### config.mk
export PLATFORM = sky130hd
export DESIGN_NAME = txn_arbiter
export DESIGN_NICKNAME = d
export VERILOG_FILES = /design/src/rtl/txn_arbiter.sv
export SDC_FILE = /design/constraint.sdc
export NUM_CORES = 1
export LEC_CHECK = 0
export BUFFER_PORTS_ARGS = -buffer_cell sky130_fd_sc_hd__buf_2
export CAP_MARGIN = 20
export CORE_ASPECT_RATIO = 0.8
export CORE_UTILIZATION = 40
export CTS_CLUSTER_SIZE = 20
export DETAILED_ROUTE_END_ITERATION = 6
export GPL_TIMING_DRIVEN = 0
export HOLD_SLACK_MARGIN = 0.08
export PLACE_DENSITY_LB_ADDON = 0.12
export RECOVER_POWER = 50
export SLEW_MARGIN = 20
export SYNTH_ARGS = -nofsm -noshare
export SYNTH_HDL_FRONTEND = slang
export SYNTH_HIERARCHICAL = 1
export SYNTH_SLANG_ARGS = --single-unit
### constraint.sdc
create_clock -name clk -period 3.72 [get_ports clk]
set_clock_uncertainty 0.1 [all_clocks]
set_input_delay 0.744 -clock clk [delete_from_list [all_inputs] [get_ports clk]]
set_output_delay 0.744 -clock clk [all_outputs]
set_load 0.02 [all_outputs]
### src/rtl/txn_arbiter.sv
// Two-port round-robin arbiter sharing one pulse-protocol memory port.
// Optional TXN_TIMEOUT_EN: abort a stalled memory transaction after TIMEOUT_CYC cycles.
package txn_arbiter_pkg;
  typedef struct packed {
    logic        pend;
    logic        wr;
    logic [31:0] addr;
    logic [31:0] wdata;
  } slot_t;
endpackage

module txn_slot
  import txn_arbiter_pkg::*;
(
  input  logic        clk,
  input  logic        arst_n,
  input  logic        req,
  input  logic        wr,
  input  logic [31:0] addr,
  input  logic [31:0] wdata,
  input  logic        clr,
  output slot_t       slot,
  output logic        overrun
);
  // A request in the completion cycle refills the slot rather than overrunning it.
  assign overrun = req & slot.pend & ~clr;

  always_ff @(posedge clk or negedge arst_n) begin
    if (!arst_n)                         slot      <= '0;
    else if (req && (!slot.pend || clr)) slot      <= '{pend: 1'b1, wr: wr, addr: addr, wdata: wdata};
    else if (clr)                        slot.pend <= 1'b0;
  end
endmodule

module txn_arbiter
  import txn_arbiter_pkg::*;
#(
  parameter int          TIMEOUT_CYC = 1024,
  parameter logic [31:0] ERR_RDATA   = 32'hDEADBEEF
) (
  input  logic        clk,
  input  logic        arst_n,
  input  logic        p0_req,
  input  logic        p0_wr,
  input  logic [31:0] p0_addr,
  input  logic [31:0] p0_wdata,
  output logic        p0_rdy,
  output logic [31:0] p0_rdata,
  input  logic        p1_req,
  input  logic        p1_wr,
  input  logic [31:0] p1_addr,
  input  logic [31:0] p1_wdata,
  output logic        p1_rdy,
  output logic [31:0] p1_rdata,
  output logic        mem_req,
  output logic        mem_wr,
  output logic [31:0] mem_addr,
  output logic [31:0] mem_wdata,
  input  logic        mem_rdy,
  input  logic [31:0] mem_rdata,
  output logic        busy,
  input  logic        err_clr,
  output logic        err_overrun,
  output logic        err_timeout
);
  typedef enum logic {IDLE, WAIT} state_t;

  if (TIMEOUT_CYC < 2 || TIMEOUT_CYC > 65536) begin : g_bad_cfg
    $error("txn_arbiter: TIMEOUT_CYC out of range");
  end

  state_t            state_q, state_d;
  slot_t             slot [2];
  logic [1:0]        req_v, wr_v, clr_v, ovr_v, rdy_v;
  logic [1:0][31:0]  addr_v, wdata_v, rdata_q;
  logic              owner, last_grant, win, done, tmo;
  logic [31:0]       rdata_ret;

  assign req_v   = {p1_req, p0_req};
  assign wr_v    = {p1_wr, p0_wr};
  assign addr_v  = {p1_addr, p0_addr};
  assign wdata_v = {p1_wdata, p0_wdata};

  for (genvar i = 0; i < 2; i++) begin : g_slot
    txn_slot u_slot (
      .clk    (clk),
      .arst_n (arst_n),
      .req    (req_v[i]),
      .wr     (wr_v[i]),
      .addr   (addr_v[i]),
      .wdata  (wdata_v[i]),
      .clr    (clr_v[i]),
      .slot   (slot[i]),
      .overrun(ovr_v[i])
    );
  end

  // On a tie the port that did not win last time goes next.
  assign win = (slot[0].pend && (!slot[1].pend || last_grant)) ? 1'b0 : 1'b1;

  always_ff @(posedge clk or negedge arst_n) begin
    if (!arst_n) state_q <= IDLE;
    else         state_q <= state_d;
  end

  always_comb begin
    state_d = state_q;
    case (state_q)
      IDLE:    if (slot[0].pend || slot[1].pend) state_d = WAIT;
      WAIT:    if (mem_rdy || tmo)               state_d = IDLE;
      default: state_d = IDLE;
    endcase
  end

  always_comb begin
    mem_req   = (state_q == IDLE) && (slot[0].pend || slot[1].pend);
    mem_wr    = 1'b0;
    mem_addr  = '0;
    mem_wdata = '0;
    if (mem_req) begin
      mem_wr    = slot[win].wr;
      mem_addr  = slot[win].addr;
      mem_wdata = slot[win].wdata;
    end
    done      = (state_q == WAIT) && (mem_rdy || tmo);
    rdy_v     = '0;
    if (done) rdy_v[owner] = 1'b1;
    clr_v     = rdy_v;
    rdata_ret = mem_rdy ? mem_rdata : ERR_RDATA;
  end

  assign p0_rdy   = rdy_v[0];
  assign p1_rdy   = rdy_v[1];
  assign p0_rdata = rdy_v[0] ? rdata_ret : rdata_q[0];
  assign p1_rdata = rdy_v[1] ? rdata_ret : rdata_q[1];
  assign busy     = (state_q == WAIT) | slot[0].pend | slot[1].pend;

  always_ff @(posedge clk or negedge arst_n) begin
    if (!arst_n) begin
      owner       <= 1'b0;
      last_grant  <= 1'b1;
      rdata_q     <= '0;
      err_overrun <= 1'b0;
    end else begin
      if (mem_req) begin
        owner      <= win;
        last_grant <= win;
      end
      if (done) rdata_q[owner] <= rdata_ret;
      err_overrun <= (|ovr_v) | (err_overrun & ~err_clr);
    end
  end

`ifdef TXN_TIMEOUT_EN
  logic [15:0] tmo_cnt;

  assign tmo = (state_q == WAIT) && (tmo_cnt == 16'(TIMEOUT_CYC - 1));

  // Held at zero outside WAIT, so it starts from zero on every entry.
  always_ff @(posedge clk or negedge arst_n) begin
    if (!arst_n) begin
      tmo_cnt     <= '0;
      err_timeout <= 1'b0;
    end else begin
      tmo_cnt     <= (state_q == WAIT && state_d == WAIT) ? tmo_cnt + 16'd1 : 16'd0;
      err_timeout <= (tmo & ~mem_rdy) | (err_timeout & ~err_clr);
    end
  end
`else
  assign tmo         = 1'b0;
  assign err_timeout = 1'b0;
`endif
endmodule
* Yosys cells after proc, flatten, opt, wreduce, memory -nomap -nowiden *
Cells that the tools add are included.

storage, ports and cells
  register bits = 200
  input port bits = 168
  output and inout port bits = 135
  logic and storage cells = 68

cells by class
  magnitude comparators = 3
  muxes and demuxes = 23
  bitwise logic cells = 13
  reductions and logical operators = 15

operators with widths
  kind                                                        number
  2-to-1 mux 65 bit                                           3
  2-to-1 mux 32 bit                                           6
  bitwise mux 64 bit                                          1
  demux 32 bit (select 1 bit)                                 1
  2-to-1 mux 1 bit                                            9
  logical AND 1 bit                                           6
  AND 1 bit                                                   5
  logical OR 1 bit                                            4
  NOT 1 bit                                                   4
  nonzero test 2 bit                                          2
  OR 1 bit                                                    3
  >= comparator 2 bit, second input constant                  1
  logical NOT 1 bit                                           2
  less-than comparator 1 x 2 -> 1 bit, second input constant  1
  2-to-1 mux 2 bit                                            1
  NOT 1 -> 2 bit                                              1
  case mux 1 bit (2 select lines)                             1
  OR reduction 2 bit                                          1
  demux 1 bit (select 1 bit)                                  1
  >= comparator 1 bit, second input constant                  1

* Logic depth before layout (Yosys ltp) *
  depth in word-level cells = 9
  depth in mapped cells = 9
  gate-level depth less buffers = 6

* Modules after synthesis *
Netlist, hierarchy kept.

modules (own cells, without submodules)
  module       times used  cells an instance  area an instance (µm²)  seq. area each (µm²)
  txn_slot     2           143                2732.6                  1651.6
  txn_arbiter  1           317                3796.1                  1702.9

* Worst setup path before layout *
OpenSTA, ideal clock, no wires.

  kind = reg2out
  start = register last_grant
  end = output mem_addr[11]
  arrival = 1.374 ns
  data required time = 2.876 ns
  slack = 1.502 ns
  stages on the path, launching flop included = 6
  buffers on the path = 2
  path through = dfstp_2 nand2b_1 buf_4 buf_2 a32oi_1 nor2_1

between the ends
  cells in the longest elaborated chain, start to end = 8

ends and longest elaborated chain
  item                                  line  text
  from (decl)                           76    logic owner, last_grant, win, done, tmo;
  from (signal assigned)                147   last_grant <= win;
  logical OR 1 bit                      99    assign win = (slot[0].pend && (!slot[1].pend || last_grant)) ? 1'b0 : 1'b1;
  logical AND 1 bit                     99
  2-to-1 mux 1 bit                      99
  NOT 1 -> 2 bit (implied by the code)  122   mem_addr = slot[win].addr;
  2-to-1 mux 65 bit (3 in series)       --
  2-to-1 mux 32 bit                     120   if (mem_req) begin
  to (decl)                             57    output logic [31:0] mem_addr,

Every way passes these cells. The select of a mux whose other input is x is not followed.

* Final worst setup path *
  start = register state_q
  end = output p1_rdata[12]

between the ends
  cells in the longest elaborated chain, start to end = 3

ends and longest elaborated chain
  item                    line  text
  from (decl)             72    state_t state_q, state_d;
  from (signal assigned)  103   else state_q <= state_d;
  logical AND 1 bit       125   done = (state_q == WAIT) && (mem_rdy || tmo);
  2-to-1 mux 2 bit        127   if (done) rdy_v[owner] = 1'b1;
  2-to-1 mux 32 bit       135   assign p1_rdata = rdy_v[1] ? rdata_ret : rdata_q[1];
  to (decl)               54    output logic [31:0] p1_rdata,

Every way passes these cells.

==> impl_table.tex <==
\begin{tabular}{lr}
\hline
Metric & Value \\
\hline
\multicolumn{2}{l}{\textbf{Placement}} \\
Final HPWL DP & 17400 um \\
Final RePlAce weighted congestion & approximately 0.79 \\
DP Worst Slack & 1.14 ns \\
Placement-stage cell area & between 10000 and 15000 um2 \\
Total of buffers placed on input and output ports & 301 \\
\multicolumn{2}{l}{\textbf{Logic synthesis}} \\
Mapped Area & 9260 um2 \\
Total number of yosys warnings & 6 \\
Mean Syn Cell Area & 15.4 um2 \\
Library cell with the largest summed area after synthesis & sky130\_fd\_sc\_hd\_\_dfrtp\_1 \\
Area contributors post-synth & sky130\_fd\_sc\_hd\_\_dfrtp\_1 (54\%), sky130\_fd\_sc\_hd\_\_mux2\_4 (26\%), sky130\_fd\_sc\_hd\_\_a32oi\_1 (6.1\%) \\
Number of cells produced by synthesis & 603 \\
Sequential share of the synthesized area & 0.541 \\
Synth unique cells & 24 \\
Number of synthesized register bits & 200 \\
Yosys top cell area share & 0.538 \\
Net count after synthesis & between 700 and 800 \\
\multicolumn{2}{l}{\textbf{Job}} \\
Max-cap check violation count & 1 \\
\multicolumn{2}{l}{\textbf{Clock tree}} \\
Total of hold buffers inserted after clock tree synthesis & 0 \\
Buffer cell driving the clock tree root & sky130\_fd\_sc\_hd\_\_clkbuf\_16 \\
Maximum root-to-sink buffer count & 2 \\
CTS tree & built \\
H-tree lvl count & 4 \\
Reg clk slew, reported paths & around 0.070 ns \\
Post-cts repair resize count & 0 \\
Total clock buffers created by CTS & 17 \\
Skew-Pair Late Insertion Delay & 0.42 ns \\
Post-CTS setup repair buffer count & 0 \\
Total number of clock tree sinks & 200 \\
\multicolumn{2}{l}{\textbf{Cells and area}} \\
Nets@finish & roughly 1100 \\
Final design instance area without fill & 11500 um2 \\
Area growth, synth to finish & 24.5\% \\
Share of layout cells above drive strength 1 & 0.553 \\
FILL cells & 2045 \\
\multicolumn{2}{l}{\textbf{Timing}} \\
Worst Tran Pin Value & 1.90 ns \\
Summed negative setup slack over all endpoints & 0 ns \\
Worst-case setup margin in the final layout & 0.516 ns \\
Fraction of the cycle the final worst path needs & 0.861 \\
Final number of hold-violating endpoints & 0 \\
Setup repair after global routing missed its margin & false \\
Clock period minus worst slack & 3.20 ns \\
Number of max-slew violations in the final report & 72 \\
Timing-limited maximum frequency & 312 MHz \\
Max-slew headroom at the worst pin & -0.268 \\
\# setup viols final & 0 \\
\multicolumn{2}{l}{\textbf{Route}} \\
DRT Wirelength & about 24000 um \\
Post-route DRC violation count & 0 \\
Number of DRC markers after the initial detailed-route iteration & between 200 and 250 \\
Average wire length per cell after detail routing & 19.6 um \\
Via count of the routed design & 6150 \\
Drt first pass iters & 6 \\
Antenna-violating nets left & 0 \\
Average vias per placed instance & 4.93 \\
\multicolumn{2}{l}{\textbf{Floorplanning}} \\
Starting density of the core & 0.409 \\
Total Die Area & 23800 um2 \\
Ports placed on the boundary & 303 \\
Floorplan die width & 172 um \\
Height of the die & 138 um \\
Number of rows in the core area & 49 \\
Floorplan Core Area & roughly 23000 um2 \\
\multicolumn{2}{l}{\textbf{Setup path}} \\
Crit-path slowest cell & sky130\_fd\_sc\_hd\_\_nand3\_1 \\
Startpoint kind of the worst setup timing path & flop \\
Worst endpoint required time & roughly 2.9 ns \\
Max Fanout on Critical Path & 10 \\
Kind of end point of the critical path & primary output \\
Slack of the worst reg-to-reg path & 1.20 ns \\
Cell chain of the critical path & clkbuf\_1 -> nand3\_1 -> buf\_6 -> mux2\_1 -> buf\_2 \\
Worst Setup Path Type & flop to primary output \\
Highest cell delay on the worst timing path & between 0.4 and 0.5 ns \\
Data arrival time of the critical path & 2.36 ns \\
\multicolumn{2}{l}{\textbf{Global routing}} \\
Number of antenna violations at the first check in global routing & 5 \\
Vias in the first global route & 6514 \\
Wire length of the first global-routing pass & 37500 um \\
Pin count of the biggest net entering global routing & 73 \\
Overall Global Routing Usage & 0.208 \\
Total congestion overflow after global routing & 0 \\
\multicolumn{2}{l}{\textbf{Power and ir drop}} \\
Pwr Density & 852 nW/um2 \\
Post-layout power & approximately 9800 uW \\
Largest voltage drop on the vdd net & approximately 0.32 mV \\
Static leakage & between 0.005 and 0.006 uW \\
\multicolumn{2}{l}{\textbf{Min path}} \\
Worst hold-check path type & flop to flop \\
\multicolumn{2}{l}{\textbf{Status}} \\
Violations in the final reports & capacitance limit, slew limit \\
Run status & complete, but fails checks \\
\hline
\end{tabular}
## final cells by class
class,instances,area (um2),share of cell area
timing repair buffer,303,1540,0.134
antenna,4,10.0,0.000868
tap,306,383,0.0332
clock buffer,20,457,0.0396
buffer,50,463,0.0401
clock inverter,12,110,0.00955
multi-input combinational,347,3540,0.307
sequential,200,5010,0.434
inverter,6,22.5,0.00195
## cell families after synthesis
| kind of cell | Yosys count | synth area share |
|---|---|---|
| AO/OA/AOI/OAI | 70 | 0.0655 |
| other | 1 | 0.000405 |
| buffers and inverters | 56 | 0.0528 |
| multiplexers | 194 | 0.300 |
| flip-flops | 200 | 0.541 |
| AND/OR/NAND/NOR | 82 | 0.0408 |
## through the flow
stage / utilization / hold slack [ns] / cells
finish: 0.510 / 0.390 / 1248
global route: 0.510 / 0.373 / 1245
CTS: 0.521 / 0.191 / 1244
detailed placement: 0.496 / 0.375 / 1212
global placement: 0.493 / 0.372 / 1210
floorplan: - / 0.348 / 603
## cells in the mapped netlist
master,number
sky130_fd_sc_hd__nand3_4,1
sky130_fd_sc_hd__dfstp_2,1
sky130_fd_sc_hd__o21ai_0,2
sky130_fd_sc_hd__a21boi_1,1
sky130_fd_sc_hd__nor2_1,70
sky130_fd_sc_hd__clkbuf_1,8
sky130_fd_sc_hd__a32oi_1,65
sky130_fd_sc_hd__buf_1,1
sky130_fd_sc_hd__buf_2,19
sky130_fd_sc_hd__buf_12,12
sky130_fd_sc_hd__buf_6,6
sky130_fd_sc_hd__a22o_1,1
sky130_fd_sc_hd__a21boi_2,1
sky130_fd_sc_hd__inv_1,6
sky130_fd_sc_hd__conb_1,1
sky130_fd_sc_hd__nand2_1,4
sky130_fd_sc_hd__dfrtp_1,199
sky130_fd_sc_hd__nand2b_1,2
sky130_fd_sc_hd__mux2_2,36
sky130_fd_sc_hd__mux2_4,158
sky130_fd_sc_hd__buf_4,4
sky130_fd_sc_hd__nand2b_4,2
sky130_fd_sc_hd__nand2_4,2
sky130_fd_sc_hd__nand3b_4,1
## critical path, delay by kind of cell, from the launching register on
| kind | cells | cell delay (ns) |
|---|---|---|
| buffers and inverters | 3 | 0.85 |
| DFF | 1 | 0.32 |
| muxes | 1 | 0.35 |
| and+or+nand+nor | 1 | 0.41 |
## final timing paths
check / cells past startpoint / start / to
max: 5 / state_q / p1_rdata[12]
min: 1 / rdata_q[42] / rdata_q[42]
max reg2reg: 9 / state_q / g_slot[1].u_slot/slot[28]
min reg2reg: 1 / rdata_q[42] / rdata_q[42]
max in group asynchronous: 2 / arst_n / g_slot[1].u_slot/slot[19]
min in group asynchronous: 1 / arst_n / g_slot[0].u_slot/slot[48]
## registers in the layout, indices dropped and copies added, names as in the netlist
register            cells
last_grant              1
rdata_q                64
owner                   1
g_slot.u_slot/slot    132
err_overrun             1
state_q                 1
## power by group
group / total, uW / internal, uW / switching (uW)
clock network: 1800 / 916 / 880
registers: 3790 / 3270 / 527
logic: 4240 / 2050 / 2180
## metal layers
| metal | track usage | wire length [um] | part of all wire | vias up |
|---|---|---|---|---|
| met2 | 0.319 | 10900 | 0.45 | 213 |
| met5 | 0 | 10 | 0.00041 | - |
| li1 | - | - | - | 2845 |
| met3 | 0.0644 | 1850 | 0.076 | 21 |
| met4 | 0.0484 | 267 | 0.011 | 2 |
| met1 | 0.288 | 11300 | 0.46 | 3069 |
## placed cells by master, fill, tap and decap left out, drive strengths merged
| cell type | n |
|---|---|
| clkinv | 6 |
| nand2 | 6 |
| buf | 342 |
| a22o | 1 |
| mux2 | 194 |
| o21ai | 2 |
| a21boi | 2 |
| nand3b | 1 |
| dfrtp | 199 |
| clkbuf | 31 |
| diode | 4 |
| nor2 | 70 |
| a32oi | 65 |
| nand3 | 1 |
| clkinvlp | 2 |
| conb | 1 |
| inv | 10 |
| nand2b | 4 |
| dfstp | 1 |
(Power assumes the default switching activity.)
